==> src/rtl/ifetch_pkg.sv <==
// Shared types and constants for the instruction fetch queue.
package ifetch_pkg;
  localparam int XLEN = 32;
  localparam logic [XLEN-1:0] PC_INC = 32'd4;

  typedef struct packed {
    logic [XLEN-1:0] pc;
    logic [XLEN-1:0] word;
  } ifq_entry_t;

  // Counter width able to hold the values 0..depth inclusive.
  function automatic int cnt_w(input int depth);
    return $clog2(depth) + 1;
  endfunction
endpackage

==> src/rtl/ifetch_fifo.sv <==
// In-order entry FIFO for fetched {pc, word} pairs; flush empties it in one cycle.
module ifetch_fifo
  import ifetch_pkg::*;
#(
  parameter int DEPTH = 4,
  localparam int CW = cnt_w(DEPTH),
  localparam int AW = $clog2(DEPTH)
) (
  input  logic          clk,
  input  logic          rst,
  input  logic          push_i,
  input  ifq_entry_t    entry_i,
  input  logic          pop_i,
  input  logic          flush_i,
  output ifq_entry_t    head_o,
  output logic [CW-1:0] count_o,
  output logic          empty_o,
  output logic          full_o
);
  ifq_entry_t    mem_q [DEPTH];
  logic [AW-1:0] wr_ptr_q, wr_ptr_d, rd_ptr_q, rd_ptr_d;
  logic [CW-1:0] count_q, count_d;

  // Pointer/occupancy next state; flush wins over push and pop.
  always_comb begin
    wr_ptr_d = wr_ptr_q;
    rd_ptr_d = rd_ptr_q;
    count_d  = count_q;
    if (flush_i) begin
      wr_ptr_d = '0;
      rd_ptr_d = '0;
      count_d  = '0;
    end else begin
      if (push_i) wr_ptr_d = wr_ptr_q + 1'b1;
      if (pop_i)  rd_ptr_d = rd_ptr_q + 1'b1;
      count_d = count_q + CW'(push_i) - CW'(pop_i);
    end
  end

  // Storage and pointer registers; storage clears on reset so the head reads zero.
  always_ff @(posedge clk or posedge rst) begin
    if (rst) begin
      mem_q    <= '{default: '0};
      wr_ptr_q <= '0;
      rd_ptr_q <= '0;
      count_q  <= '0;
    end else begin
      if (push_i && !flush_i) mem_q[wr_ptr_q] <= entry_i;
      wr_ptr_q <= wr_ptr_d;
      rd_ptr_q <= rd_ptr_d;
      count_q  <= count_d;
    end
  end

  assign head_o  = mem_q[rd_ptr_q];
  assign count_o = count_q;
  assign empty_o = (count_q == '0);
  assign full_o  = (count_q == CW'(DEPTH));

  a_no_pop_empty: assert property (@(posedge clk) disable iff (rst)
    (pop_i && !flush_i) |-> !empty_o) else $fatal(1, "ifetch_fifo: pop from empty queue");
endmodule

==> src/rtl/ifetch_queue.sv <==
// Fetch stage: sequential PC generation, credit-limited memory requests,
// in-order response queue, redirect flush with in-flight discard.
// Optional IFETCH_PERF_EN adds stall / flush performance counters.
module ifetch_queue
  import ifetch_pkg::*;
#(
  parameter int              DEPTH    = 4,
  parameter logic [XLEN-1:0] RESET_PC = 32'h0000_0000
) (
  input  logic            clk,
  input  logic            rst,
  output logic            mem_req_valid,
  input  logic            mem_req_ready,
  output logic [XLEN-1:0] mem_req_addr,
  input  logic            mem_rsp_valid,
  input  logic [XLEN-1:0] mem_rsp_data,
  input  logic            redirect_valid,
  input  logic [XLEN-1:0] redirect_pc,
  output logic            ins_valid,
  input  logic            ins_ready,
  output logic [XLEN-1:0] ins,
  output logic [XLEN-1:0] ins_pc
`ifdef IFETCH_PERF_EN
  ,
  output logic [31:0]     perf_stall_cycles,
  output logic [31:0]     perf_flush_count
`endif
);
  localparam int CW = cnt_w(DEPTH);

  logic [XLEN-1:0] fetch_pc_q, fetch_pc_d, rsp_pc_q, rsp_pc_d, redir_aligned;
  logic [CW-1:0]   outst_q, outst_d, disc_q, disc_d, count;
  logic [CW:0]     credit_used;
  logic            req_fire, rsp_fire, push, pop, empty, full;
  ifq_entry_t      head, entry;

  // Every in-flight request reserves a queue slot, so responses can never overflow.
  assign credit_used   = {1'b0, outst_q} + {1'b0, count};
  assign mem_req_valid = !rst && (credit_used < (CW+1)'(DEPTH));
  assign mem_req_addr  = fetch_pc_q;
  assign req_fire      = mem_req_valid && mem_req_ready;
  assign rsp_fire      = mem_rsp_valid;
  assign redir_aligned = redirect_pc & ~XLEN'(3);

  // A response arriving in a redirect cycle is stale and is dropped by the flush.
  assign push  = rsp_fire && (disc_q == '0) && !redirect_valid;
  assign pop   = ins_valid && ins_ready && !redirect_valid;
  assign entry = '{pc: rsp_pc_q, word: mem_rsp_data};

  // PC, credit and discard next state; redirect overrides the normal updates.
  always_comb begin
    fetch_pc_d = fetch_pc_q;
    rsp_pc_d   = rsp_pc_q;
    disc_d     = disc_q;
    outst_d    = outst_q + CW'(req_fire) - CW'(rsp_fire);
    if (redirect_valid) begin
      fetch_pc_d = redir_aligned;
      rsp_pc_d   = redir_aligned;
      disc_d     = outst_d;  // everything still owed by memory is now stale
    end else begin
      if (req_fire) fetch_pc_d = fetch_pc_q + PC_INC;
      if (rsp_fire) begin
        if (disc_q != '0) disc_d   = disc_q - 1'b1;
        else              rsp_pc_d = rsp_pc_q + PC_INC;
      end
    end
  end

  // Fetch state registers.
  always_ff @(posedge clk or posedge rst) begin
    if (rst) begin
      fetch_pc_q <= RESET_PC;
      rsp_pc_q   <= RESET_PC;
      outst_q    <= '0;
      disc_q     <= '0;
    end else begin
      fetch_pc_q <= fetch_pc_d;
      rsp_pc_q   <= rsp_pc_d;
      outst_q    <= outst_d;
      disc_q     <= disc_d;
    end
  end

  ifetch_fifo #(.DEPTH(DEPTH)) u_fifo (
    .clk     (clk),
    .rst     (rst),
    .push_i  (push),
    .entry_i (entry),
    .pop_i   (pop),
    .flush_i (redirect_valid),
    .head_o  (head),
    .count_o (count),
    .empty_o (empty),
    .full_o  (full)
  );

  assign ins_valid = !empty;
  assign ins       = head.word;
  assign ins_pc    = head.pc;

  a_rsp_owed: assert property (@(posedge clk) disable iff (rst)
    mem_rsp_valid |-> (outst_q != '0)) else $fatal(1, "ifetch_queue: response with nothing outstanding");
  a_no_overflow: assert property (@(posedge clk) disable iff (rst)
    push |-> !full) else $fatal(1, "ifetch_queue: push into full queue");

`ifdef IFETCH_PERF_EN
  logic [31:0] stall_q, flush_q;

  // Saturating counters: decode-starved cycles and redirect events.
  always_ff @(posedge clk or posedge rst) begin
    if (rst) begin
      stall_q <= '0;
      flush_q <= '0;
    end else begin
      if (ins_ready && !ins_valid && (stall_q != '1)) stall_q <= stall_q + 1'b1;
      if (redirect_valid && (flush_q != '1))          flush_q <= flush_q + 1'b1;
    end
  end

  assign perf_stall_cycles = stall_q;
  assign perf_flush_count  = flush_q;
`endif
endmodule

==> config.mk <==
export PLATFORM = sky130hd
export DESIGN_NAME = ifetch_queue
export DESIGN_NICKNAME = d
export VERILOG_FILES = /design/src/rtl/ifetch_pkg.sv /design/src/rtl/ifetch_fifo.sv /design/src/rtl/ifetch_queue.sv
export SDC_FILE = /design/constraint.sdc
export NUM_CORES = 1
export LEC_CHECK = 0
export ABC_AREA = 1
export CORE_ASPECT_RATIO = 1.4
export CORE_MARGIN = 3
export CORE_UTILIZATION = 55
export DETAILED_ROUTE_END_ITERATION = 8
export PLACE_DENSITY = 0.76
export SETUP_SLACK_MARGIN = 0.1
export SLEW_MARGIN = 20
export SYNTH_ARGS = -nofsm -noshare
export SYNTH_HDL_FRONTEND = slang
export SYNTH_SLANG_ARGS = --single-unit
==> constraint.sdc <==
create_clock -name clk -period 13.16 [get_ports clk]
set_clock_uncertainty 0.05 [all_clocks]
set_input_delay 1.316 -clock clk [delete_from_list [all_inputs] [get_ports clk]]
set_output_delay 1.316 -clock clk [all_outputs]
set_load 0.005 [all_outputs]
# Word level (Yosys, flattened, before mapping)
# Cells that the tools add are included.
[totals]
wordCells = 72
out_inout_bits = 98
mem_bits_ro = 0
in_bits = 70
reg_bits = 333
latchBits = 0
mem_bits_rw = 0
mem_count = 0
[classes]
n_bitwise = 2
n_mux = 19
reduce_logical = 21
n_lt_le_gt_ge = 4
mul = 0
add_sub_neg = 10
n_eq_ne = 1
div_mod_pow = 0
shifts = 0
[op_table]
columns = ["operator", "n"]
rows = [
  ["$bwmux 256", 1],
  ["$mux 64", 3],
  ["$mux 32", 5],
  ["$bmux 64 s2", 1],
  ["$demux 64 s2", 1],
  ["$add 32x3->32 const B", 2],
  ["$mux 3", 4],
  ["$reduce_bool 2->1", 5],
  ["$logic_and 1x1->1", 8],
  ["$mux 2", 4],
  ["$add 3x1->3", 2],
  ["$ge 3x3->1 const B", 2],
  ["$logic_not 3->1", 2],
  ["$not 2->3", 2],
  ["$sub 3x1->3", 2],
  ["$add 2x1->2 const B", 2],
  ["$add 3x3->4", 1],
  ["$lt 4x3->1 const B", 1],
  ["$reduce_and 2->1", 2],
  ["$logic_not 1->1", 3],
  ["$lt 3x1->1 const B", 1],
  ["$reduce_bool 3->1", 1],
  ["$sub 3x1->3 const B", 1],
  ["$ne 2x2->1 const B", 1],
]

# Logic depth before layout (Yosys ltp)
[logic_depth]
ltp_word = 7
mapped_depth = 13
mapped_depth_nobuf = 13

# Cells and area by module
# From an unflattened synthesis, not the netlist that was laid out.
[hier_totals]
hier_cells = 2189
hier_area_um2 = 16731.0
[modules_own_cells]
columns = ["mod", "area_per_inst_um2", "instances", "cells_each", "seq_area_each_um2"]
rows = [
  ["ifetch_fifo", 11881.4, 1, 1431, 6581.3],
  ["ifetch_queue", 4849.7, 1, 758, 1651.6],
]

# Least setup slack after synthesis
# OpenSTA, ideal clock, no wires.
[synth_timing]
path_type = "input port to flip-flop"
from = "input rst"
to = "register disc_q[2]"
required_ps = 13023
t_arrival_ps = 3056
path_slack_ps = 9967
path_stages = 12
cell_sequence = "nor2_1 > nand2_1 > nor2_4 > nand2_1 > ha_1 > inv_1 > ha_1 > fa_1 > xnor2_1 > xor2_1 > nand2_1 > a22oi_1"
[synth_via]
elab_chain_len = 6
[synth_lines]
columns = ["item", "line", "rtl"]
rows = [
  ["from (decl)", "ifetch_queue.sv:11", "input logic rst,"],
  ["$logic_not 1->1 (no line)", "-", ""],
  ["$logic_and 1x1->1", "ifetch_queue.sv:39", "assign mem_req_valid = !rst && (credit_used < (CW+1)'(DEPTH));"],
  ["net mem_req_valid", "ifetch_queue.sv:12", "output logic mem_req_valid,"],
  ["$logic_and 1x1->1", "ifetch_queue.sv:41", "assign req_fire = mem_req_valid && mem_req_ready;"],
  ["$add 3x1->3", "ifetch_queue.sv:55", "outst_d = outst_q + CW'(req_fire) - CW'(rsp_fire);"],
  ["$sub 3x1->3", "ifetch_queue.sv:55", ""],
  ["net outst_d[2]", "ifetch_queue.sv:32", "logic [CW-1:0] outst_q, outst_d, disc_q, disc_d, count;"],
  ["$mux 3", "ifetch_queue.sv:56", "if (redirect_valid) begin"],
  ["to (signal assigned)", "ifetch_queue.sv:80", "disc_q <= disc_d;"],
  ["to (decl)", "ifetch_queue.sv:32", ""],
]
# The timed path passes the listed nets, and every way through them passes these cells.
# A chain may end at the register's enable or synchronous reset.

# Worst setup path in the final report
[layout_timing]
from = "register u_fifo.rd_ptr_q[0]"
to = "output ins_pc[29]"
[layout_via]
elab_chain_len = 4
[layout_lines]
columns = ["item", "line", "rtl"]
rows = [
  ["from (decl)", "ifetch_fifo.sv:21", "logic [AW-1:0] wr_ptr_q, wr_ptr_d, rd_ptr_q, rd_ptr_d;"],
  ["from (signal assigned)", "ifetch_fifo.sv:50", "rd_ptr_q <= rd_ptr_d;"],
  ["$not 2->3 (not written as such)", "ifetch_fifo.sv:55", "assign head_o = mem_q[rd_ptr_q];"],
  ["$bmux 64 s2", "ifetch_fifo.sv:55", ""],
  ["$mux 64 (not written as such) (2 in a row)", "ifetch_fifo.sv:55", ""],
  ["to (decl)", "ifetch_queue.sv:22", "output logic [XLEN-1:0] ins_pc"],
]
# Every way passes these cells. The select of a mux whose other input is x is not followed.

==> reports/metrics.yaml <==
critical_path:
  path_class: "register to primary output"
  startpoint_type: "register"
  worst_setup_path_end_kind: "primary output"
  cp.required_ns: 11.79
  ff2ff_setup_slack_ns: 10.35
  r2r-start: "outst_q[2]"
  reg2reg_depth: 13
  crit_arrival_ns: 3.84
  crit_fanout: 65
  r2r_end: "disc_q[2]"
power_and_ir_drop:
  p_leak_nw: 8.54
  pwr-share-clk_pct: 27.5
  swShare_pct: 32.4
  p_comb_share_pct: 32.8
  seq_power_share_pct: 39.7
  power.internal_mw: 2.33
  power_density_nw_per_um2: 189
  p_switching_mw: 1.12
  ir_drop_v: 0.000103
timing:
  fin_crit_ns: 5.20
  totalNegativeSetupSlack_ns: 0
  setup_violations: 0
  finalHoldViolCount: 0
  worst_slew_pin_slew_ns: 1.01
  rsz0062_at_grt: "false"
  fmax_mhz: 192
  final.period_utilization_pct: 39.5
  finalMaxSlewViolations: 0
  slew_headroom_pct: 32.2
detailed_routing:
  drtIter0Drc: 951
  drt_pass1_iterations: 5
  drc_errors: 0
  routedWlPerCell_um: 16.4
  vias: 13500
  via_per_inst: 5.62
  postRouteAntennaNets: 0
  drt-total-wl_um: 39500
synthesis:
  ys_warn_count: 0
  synth_top_area_share_pct: 51.6
  synth-edff-count: 0
  synth-seq-cells: 321
  syn-instance-count: 1913
  synth.cell_area_sq_um: 15600
  ys.flop_type: "dfrtp_1"
  ys_seq_area_share_pct: 51.6
  yosys.area.top_type: "dfrtp_1"
  synthTopCellsByArea: "dfrtp_1 52%, nand2_1 12%, o21ai_1 7.5%, o21ai_0 5.7%, nor2_1 4.6%"
  synth_cell_types: 37
  syn_avg_cell_area_sq_um: 8.14
  async_flop_share_pct: 100
global_routing:
  grt_max_degree: 182
  grt_pass1_vias: 13400
  antenna_found_initial: 0
  overflow: 0
  grt_pass1_wl_um: 66200
  grt_use_total_pct: 26.3
layout:
  syn2layout_area_growth_pct: 16.9
  mostFrequentLayoutCells: "495 x nand2_1, 319 x dfrtp_1, 233 x o21ai_1, 191 x nor2_1, 178 x o21ai_0"
  fin_cells: 2406
  n_antenna_cell: 0
  drive_above_1_share_pct: 4.91
  mostFrequentLayoutCell: "nand2_1"
  final_nets: 2097
clock_tree:
  cts_tree: "yes"
  post_cts_resized: 0
  ctsHtreeMaxLevel: 1
  clock_path_buffers: 3
  cts.clk_slew.worst_paths_ns: 0.06
  ctsHoldBuffers: 0
  cts_root_buffer: "clkbuf_16"
  cts.sinks: 321
  numCtsBuffers: 31
  postCtsSetupRepairBufs: 0
  clock_latency_ns: 0.55
floorplan:
  coreArea_sq_um: 27700
  start_util_pct: 56.1
  die_area_sq_um: 30400
  die_h_um: 205
  io-pin-count: 168
  row_count: 72
  die_w_um: 148
worst_hold_path:
  hold_path_class: "register to register"
  min_path_cells: 2
  hp-start: "u_fifo.mem_q[127]"
  whs_endpoint: "u_fifo.mem_q[127]"
placed_design:
  gp_congestion: 0.984
  portBuffers: 161
  detailed_place_hpwl_um: 24700
  dp.cells: 2348
run:
  maxCapViolCount: 0
run_status:
  status: "complete, no violations"
-- synthesized netlist by cell type (3+ instances only) --
library cell,count
buf_6,28
inv_2,3
o21bai_1,3
inv_1,142
nor3_1,7
nand2_1,495
a21oi_1,14
nand2_4,4
ha_1,14
nand2_2,4
nand3_1,54
xnor2_1,4
o21ai_2,8
buf_2,22
nor2_1,191
o21ai_0,178
nor2_4,3
xor2_1,22
buf_4,6
o21ai_1,233
nor2_2,5
nand4_1,9
clkbuf_1,51
o211ai_1,15
dfrtp_1,321
o22ai_1,62
-- cell families after synthesis --
| family | count (synthesis) | share of synthesized area, % |
|---|---|---|
| compound gates | 517 | 17.7 |
| fa+ha+maj | 16 | 1.38 |
| flops | 321 | 51.6 |
| other cells | 1 | 0.0241 |
| xor+xnor | 26 | 1.46 |
| buf+inv | 256 | 7.84 |
| simple gates | 776 | 20.0 |
-- routing by layer --
layer	share of wire (%)	up-vias	GRT usage [%]	wire length [um]
met5	0	-	0	0
met4	3.3	0	9.41	1290
met3	5.2	90	2.74	2050
met2	50	424	45.5	19600
met1	42	6548	34.7	16600
li1	-	6468	-	-
-- flip-flops by register name (all words and copies together), names as in the netlist --
register,count
disc_q,3
mem_req_addr,30
outst_q,3
rsp_pc_q,30
u_fifo.count_o,3
u_fifo.mem_q,248
u_fifo.rd_ptr_q,2
u_fifo.wr_ptr_q,2
-- per-stage QoR --
step	hold slack, ns	total power [mW]	worst slack, ns	cell area (sq um)	util (%)
final	0.430	3.45	7.96	18200	65.6
after global routing	0.453	3.67	7.76	18200	65.6
after CTS	0.430	3.47	8.00	18200	65.6
after detailed placement	0.414	2.51	8.58	17100	61.6
after global placement	0.410	2.48	8.60	17100	61.6
after floorplan	0.398	1.97	2.91	15600	-
-- layout make-up --
cell class / count / area [sq um]
fillers: 2446 / 9550
flip-flops and latches: 321 / 8040
multi-input cells: 1339 / 6330
repair buffers: 171 / 1690
clock buffers: 45 / 938
inverters: 147 / 561
well taps: 370 / 463
clock inverters: 13 / 176
-- worst max-delay path: stages (launching register included) --
cell and delay, ns:
dfrtp_4 0.83, clkinv_2 0.86, buf_4 0.59, o21ai_0 0.28, o22ai_1 0.15, clkdlybuf4s50_1 0.47
-- power by group through the flow --
stage	clock network (mW)	logic (mW)	registers, mW
2_1_floorplan	0	0.645	1.33
3_3_place_gp	0	1.11	1.37
3_5_place_dp	0	1.14	1.38
4_1_cts	0.964	1.15	1.36
5_1_grt	1.00	1.27	1.39
6_report	0.948	1.13	1.37
-- worst max path at each step --
stage                                  start         end  slack [ns]  cells past startpoint
final                     u_fifo.rd_ptr_q[0]  ins_pc[29]        7.96                      5
after CTS                 u_fifo.rd_ptr_q[0]  ins_pc[21]        8.00                      5
after floorplan                          rst   disc_q[0]        2.91                      1
after global routing      u_fifo.rd_ptr_q[0]  ins_pc[12]        7.76                      5
after detailed placement  u_fifo.rd_ptr_q[0]  ins_pc[29]        8.58                      5
after global placement    u_fifo.rd_ptr_q[0]  ins_pc[17]        8.60                      5
No activity file was read; power rests on OpenSTA's default activity.
